`config.mk`:
```
export PLATFORM = sky130hd
export DESIGN_NAME = fip_det3_seq
export DESIGN_NICKNAME = d
export VERILOG_FILES = /design/src/rtl/fip_det3_seq.sv
export SDC_FILE = /design/constraint.sdc
export NUM_CORES = 2
export LEC_CHECK = 0
export BUFFER_PORTS_ARGS = -buffer_cell sky130_fd_sc_hd__buf_2
export CAP_MARGIN = 20
export CORE_ASPECT_RATIO = 0.7
export CORE_UTILIZATION = 61
export CTS_BUF_LIST = sky130_fd_sc_hd__clkbuf_4 sky130_fd_sc_hd__clkbuf_8
export DETAILED_ROUTE_END_ITERATION = 10
export GPL_TIMING_DRIVEN = 0
export PLACE_DENSITY = 0.86
export SETUP_SLACK_MARGIN = 0.1
export SYNTH_ARGS = -nofsm -noshare
export SYNTH_HDL_FRONTEND = slang
export SYNTH_SLANG_ARGS = --single-unit
```
`constraint.sdc`:
```
create_clock -name clk -period 37.8 [get_ports clk]
set_clock_uncertainty 0.1 [all_clocks]
set_input_delay 1.89 -clock clk [delete_from_list [all_inputs] [get_ports clk]]
set_output_delay 1.89 -clock clk [all_outputs]
set_load 0.01 [all_outputs]
```
`src/rtl/fip_det3_seq.sv`:
```
// fip_det3_seq: sequential 3x3 signed fixed-point determinant.
// One shared W x W multiplier is used over nine steps. Products,
// differences and the sum saturate, and saturation sets a sticky flag.
// Ports:
//   clk, reset (async, active-high)
//   in_valid/in_ready/in_matrix   : input handshake, 9 packed words
//   out_valid/out_ready           : output handshake
//   out_det, out_overflow         : result and saturation flag
module fip_det3_seq #(
    parameter int W    = 32,
    parameter int FRAC = 16
) (
    input  logic           clk,
    input  logic           reset,
    input  logic           in_valid,
    output logic           in_ready,
    input  logic [9*W-1:0] in_matrix,
    output logic           out_valid,
    input  logic           out_ready,
    output logic [W-1:0]   out_det,
    output logic           out_overflow
);

    typedef enum logic [1:0] {
        IDLE,
        CALC,
        DONE
    } state_t;

    localparam logic signed [W-1:0] MAX_V = {1'b0, {(W-1){1'b1}}};
    localparam logic signed [W-1:0] MIN_V = {1'b1, {(W-1){1'b0}}};

    state_t state_q, state_d;

    logic [8:0][W-1:0]   m_q;
    logic [3:0]          step_q;
    logic signed [W-1:0] t_q;
    logic signed [W-1:0] acc_q;
    logic signed [W-1:0] p_q;
    logic                ov_q;

    logic signed [W-1:0]   op_a, op_b;
    logic signed [2*W-1:0] prod, prod_sh;
    logic signed [W-1:0]   p_sat, d_sat, s_sat;
    logic signed [W:0]     d_wide, s_wide;
    logic                  p_ov, d_ov, s_ov;
    logic                  mul_en, ld_t, use_d, add_en;

    // Step decode. The previous product is in p_q; the difference
    // feeding a*t, b*t and c*t is formed combinationally from t_q
    // and p_q so the multiplier never waits for it.
    always_comb begin
        op_a   = '0;
        op_b   = '0;
        mul_en = 1'b0;
        ld_t   = 1'b0;
        use_d  = 1'b0;
        add_en = 1'b0;
        unique case (step_q)
            4'd0: begin op_a = m_q[4]; op_b = m_q[8]; mul_en = 1'b1; end
            4'd1: begin op_a = m_q[5]; op_b = m_q[7]; mul_en = 1'b1;
                        ld_t = 1'b1; end
            4'd2: begin op_a = m_q[0]; op_b = d_sat; mul_en = 1'b1;
                        use_d = 1'b1; end
            4'd3: begin op_a = m_q[5]; op_b = m_q[6]; mul_en = 1'b1;
                        add_en = 1'b1; end
            4'd4: begin op_a = m_q[3]; op_b = m_q[8]; mul_en = 1'b1;
                        ld_t = 1'b1; end
            4'd5: begin op_a = m_q[1]; op_b = d_sat; mul_en = 1'b1;
                        use_d = 1'b1; end
            4'd6: begin op_a = m_q[3]; op_b = m_q[7]; mul_en = 1'b1;
                        add_en = 1'b1; end
            4'd7: begin op_a = m_q[4]; op_b = m_q[6]; mul_en = 1'b1;
                        ld_t = 1'b1; end
            4'd8: begin op_a = m_q[2]; op_b = d_sat; mul_en = 1'b1;
                        use_d = 1'b1; end
            4'd9: begin add_en = 1'b1; end
            default: begin end
        endcase
    end

    // Single shared multiplier, floor-scaled and saturated.
    assign prod    = op_a * op_b;
    assign prod_sh = prod >>> FRAC;
    assign p_ov    = !((&prod_sh[2*W-1:W-1]) || !(|prod_sh[2*W-1:W-1]));
    assign p_sat   = p_ov ? (prod_sh[2*W-1] ? MIN_V : MAX_V)
                          : prod_sh[W-1:0];

    assign d_wide = {t_q[W-1], t_q} - {p_q[W-1], p_q};
    assign d_ov   = d_wide[W] != d_wide[W-1];
    assign d_sat  = d_ov ? (d_wide[W] ? MIN_V : MAX_V) : d_wide[W-1:0];

    assign s_wide = {acc_q[W-1], acc_q} + {p_q[W-1], p_q};
    assign s_ov   = s_wide[W] != s_wide[W-1];
    assign s_sat  = s_ov ? (s_wide[W] ? MIN_V : MAX_V) : s_wide[W-1:0];

    always_comb begin
        state_d = state_q;
        unique case (state_q)
            IDLE: if (in_valid && in_ready) state_d = CALC;
            CALC: if (step_q == 4'd9) state_d = DONE;
            DONE: if (out_ready) state_d = IDLE;
            default: state_d = IDLE;
        endcase
    end

    always_ff @(posedge clk or posedge reset) begin
        if (reset) begin
            state_q <= IDLE;
            m_q     <= '0;
            step_q  <= '0;
            t_q     <= '0;
            acc_q   <= '0;
            p_q     <= '0;
            ov_q    <= 1'b0;
        end else begin
            state_q <= state_d;
            unique case (state_q)
                IDLE: begin
                    if (in_valid && in_ready) begin
                        m_q    <= in_matrix;
                        step_q <= '0;
                        acc_q  <= '0;
                        ov_q   <= 1'b0;
                    end
                end
                CALC: begin
                    step_q <= step_q + 4'd1;
                    p_q    <= p_sat;
                    if (ld_t)   t_q   <= p_q;
                    if (add_en) acc_q <= s_sat;
                    ov_q <= ov_q | (mul_en & p_ov)
                                 | (use_d & d_ov)
                                 | (add_en & s_ov);
                end
                default: begin end
            endcase
        end
    end

    // Outputs are gated by state so reset clears them at once.
    assign in_ready     = (state_q == IDLE) && !reset;
    assign out_valid    = (state_q == DONE);
    assign out_det      = out_valid ? acc_q : '0;
    assign out_overflow = out_valid & ov_q;

endmodule

```
==> summary.md <==
| Metric | Value |
|---|---|
| CTS root buf | clkbuf_8 |
| Total track usage | 49.9% |
| Syn nets | 8104 |
| Worst hold path class | flop to flop |
| WL/cell | 27.9 um |
| Syn_area_per_cell | 8.69 sq um |
| Status | complete, no violations |
| Top cell by count, worst path | fa_1 |
| Ys Warns | 0 |
| Vias in the first global route | 50400 |
| DRC | 0 |
| # IOs | 327 |
| Largest net degree at the start of global routing | 128 |
| Yosys top cell area share | 38.5% |
| Primary FF master, synth | dfrtp_1 |
| Area Growth Syn to Fin | 9.12% |
| Final net count | 8522 |
| Crit path capture type | flop |
| Crit path max-delay cell type | a221oi_1 |
| Post-route setup TNS | 0 ps |
| Most frequent cell after synthesis | nand2_1 |
| Hold path startpoint | m_q[45]$_DFFE_PP0P_ |
| H-tree Lvls | 2 |
| Initial antenna violation count | 26 |
| Post-Synthesis Cells | 6479 |
| Most frequent cells after synthesis | nand2_1 (1598), fa_1 (1084), inv_1 (1045) |
| Area leader, netlist | fa_1 |
| CORE AREA | 90700 sq um |
| Worst hold path depth | 2 |
| CTS sink cnt | 391 |
| Number of routed nets with antenna violations | 0 |
| Sequential share of the synthesized area | 17.4% |
| EDFF count, synth | 0 |
| Clk slew on worst S/H paths | 80 ps |
| Area contributors post-synth | fa_1 (39%), dfrtp_1 (17%), nand2_1 (11%) |
| Cells resized by post-CTS repair | 0 |
| Post-synth ARST share | 100% |
| Worst-Margin Slew | 1470 ps |
| First-pass GRT wire length | 334 mm |
| Tmin final | 19230 ps |
| FF-to-FF Start | p_q[1]$_DFFE_PP0P_ |
| Max_slew headroom | 2.05% |
| Rows | 92 |
| Vias per inst | 6.26 |
| Critical path launch point | p_q[1]$_DFFE_PP0P_ |
| WS Path Type | flop to flop |
| CTS Buffer Depth | 3 |
| Worst skew pair latency | 670 ps |
| Routed wire length | 229 mm |
| CP Max Fanout | 10 |
| Total grt overflow | 0 |
| Total Die Area | 93500 sq um |
| Required @ worst endpoint | 38180 ps |
| Final critical-path share of the clock period | 50.9% |
| Slowest stage delay, CP | 1240 ps |
| Max-Cap Viols | 0 |
| Pre-antenna DRT Iters | 9 |
| Post-Syn Area | 56300 sq um |
| Critical path arrival | 19610 ps |
| Slew Viols, Final | 0 |
| CP Launch Type | flop |
| Die Y-Extent | 256 um |
| Final Hold Fails | 0 |
| RSZ-0062 raised after global routing | no |
| Worst R2R Path Depth | 51 |
| PortBufs | 326 |
| Setup Buffers After CTS | 0 |
| Num CTS Buffers | 51 |
| Drt initial violations | 7829 |
| Final setup viols | 0 |
| Initial Util | 62.1% |
| Hold_buf cts | 0 |
| GPL Wtd Cong | 1.07 |
| CTS tree | yes |
| Detailed Place HPWL | 193 mm |
| Peak Freq | 52.0 MHz |
| Layout cells sized above 1 | 7.84% |
| Worst R2R Setup Slack | 18570 ps |
| Library cells used by synthesis | 84 |
| Die width | 365 um |
| Via count | 51200 |
| Synthesis-stage register bit count | 391 |
[metrics by stage]
step	worst slack, ps	hold WS [ps]	instance area (sq um)	std cells	utilization [%]
finish	18570	383	61400	8181	67.7
global route	18380	389	61400	8168	67.7
CTS	19490	381	61200	8151	67.5
detailed placement	19580	362	59900	8056	66.1
global placement	19880	358	59500	8027	65.5
floorplan	24520	339	56300	6479	-
[path summary, 6_finish.rpt]
path | endpoint
max | p_q[13]$_DFFE_PP0P_
min | m_q[45]$_DFFE_PP0P_
max reg2reg | p_q[13]$_DFFE_PP0P_
min reg2reg | m_q[45]$_DFFE_PP0P_
max in group asynchronous | m_q[91]$_DFFE_PP0P_
min in group asynchronous | acc_q[31]$_DFFE_PP0P_
[registers in the layout, indices dropped and copies added, names as in the netlist]
register,cells
ov_q,1
p_q,32
step_q,4
m_q,288
acc_q,32
t_q,32
state_q,2
[layer usage]
metal	GRT usage (%)	part of all wire, %	routed length, um	vias to the layer above
met3	22.0	17	39800	684
met2	64.7	38	87300	4294
met4	20.3	5.3	12200	24
li1	-	-	-	20700
met1	72.4	39	88900	25500
met5	0	0.15	335	-
[area by class of cell]
| cell class | count | area, sq um |
|---|---|---|
| multi-input cells | 4687 | 41200 |
| fillers | 7515 | 29300 |
| flip-flops and latches | 391 | 9780 |
| inverters | 1046 | 3930 |
| repair buffers | 365 | 2210 |
| well taps | 1222 | 1530 |
| plain buffers | 355 | 1370 |
| clock buffers | 76 | 990 |
| clock inverters | 19 | 319 |
| diodes | 20 | 50.0 |
[logic make-up after synthesis]
| family | synth area share [%] |
|---|---|
| xor gates and xnor gates | 1.56 |
| muxes | 0.747 |
| buffers and inverters | 9.40 |
| AOI/OAI and AO/OA | 7.63 |
| and+or+nand+nor | 19.2 |
| DFF | 17.4 |
| adders and majority gates | 44.1 |
[worst max-delay path, delay by kind of cell (launching register included)]
kind,cells,cell delay (ps)
flops,1,520
compound gates,17,6730
simple gates,9,1690
fa+ha+maj,11,5890
xor+xnor,1,110
buf+inv,13,3930
[cells in the final DEF, fill, tap and decap left out, drive strengths merged, types with 17 or more instances in the layout]
master	count
and2	57
o21a	23
o21bai	28
inv	1048
a21o	68
o21ai	127
a211oi	17
and4	35
mux2	32
nand2b	44
nand2	1598
xor2	24
clkbuf	403
fa	1084
nor2	582
buf	392
xnor2	76
and3	20
a222oi	49
nor3	65
diode	20
ha	249
dfrtp	391
o311ai	32
nand4	57
a21oi	146
nor2b	22
or3	28
nand3	59
Power is left out: the tool's default activity adds up to more than one toggle a clock period on the data nets, which glitch-free logic cannot reach.
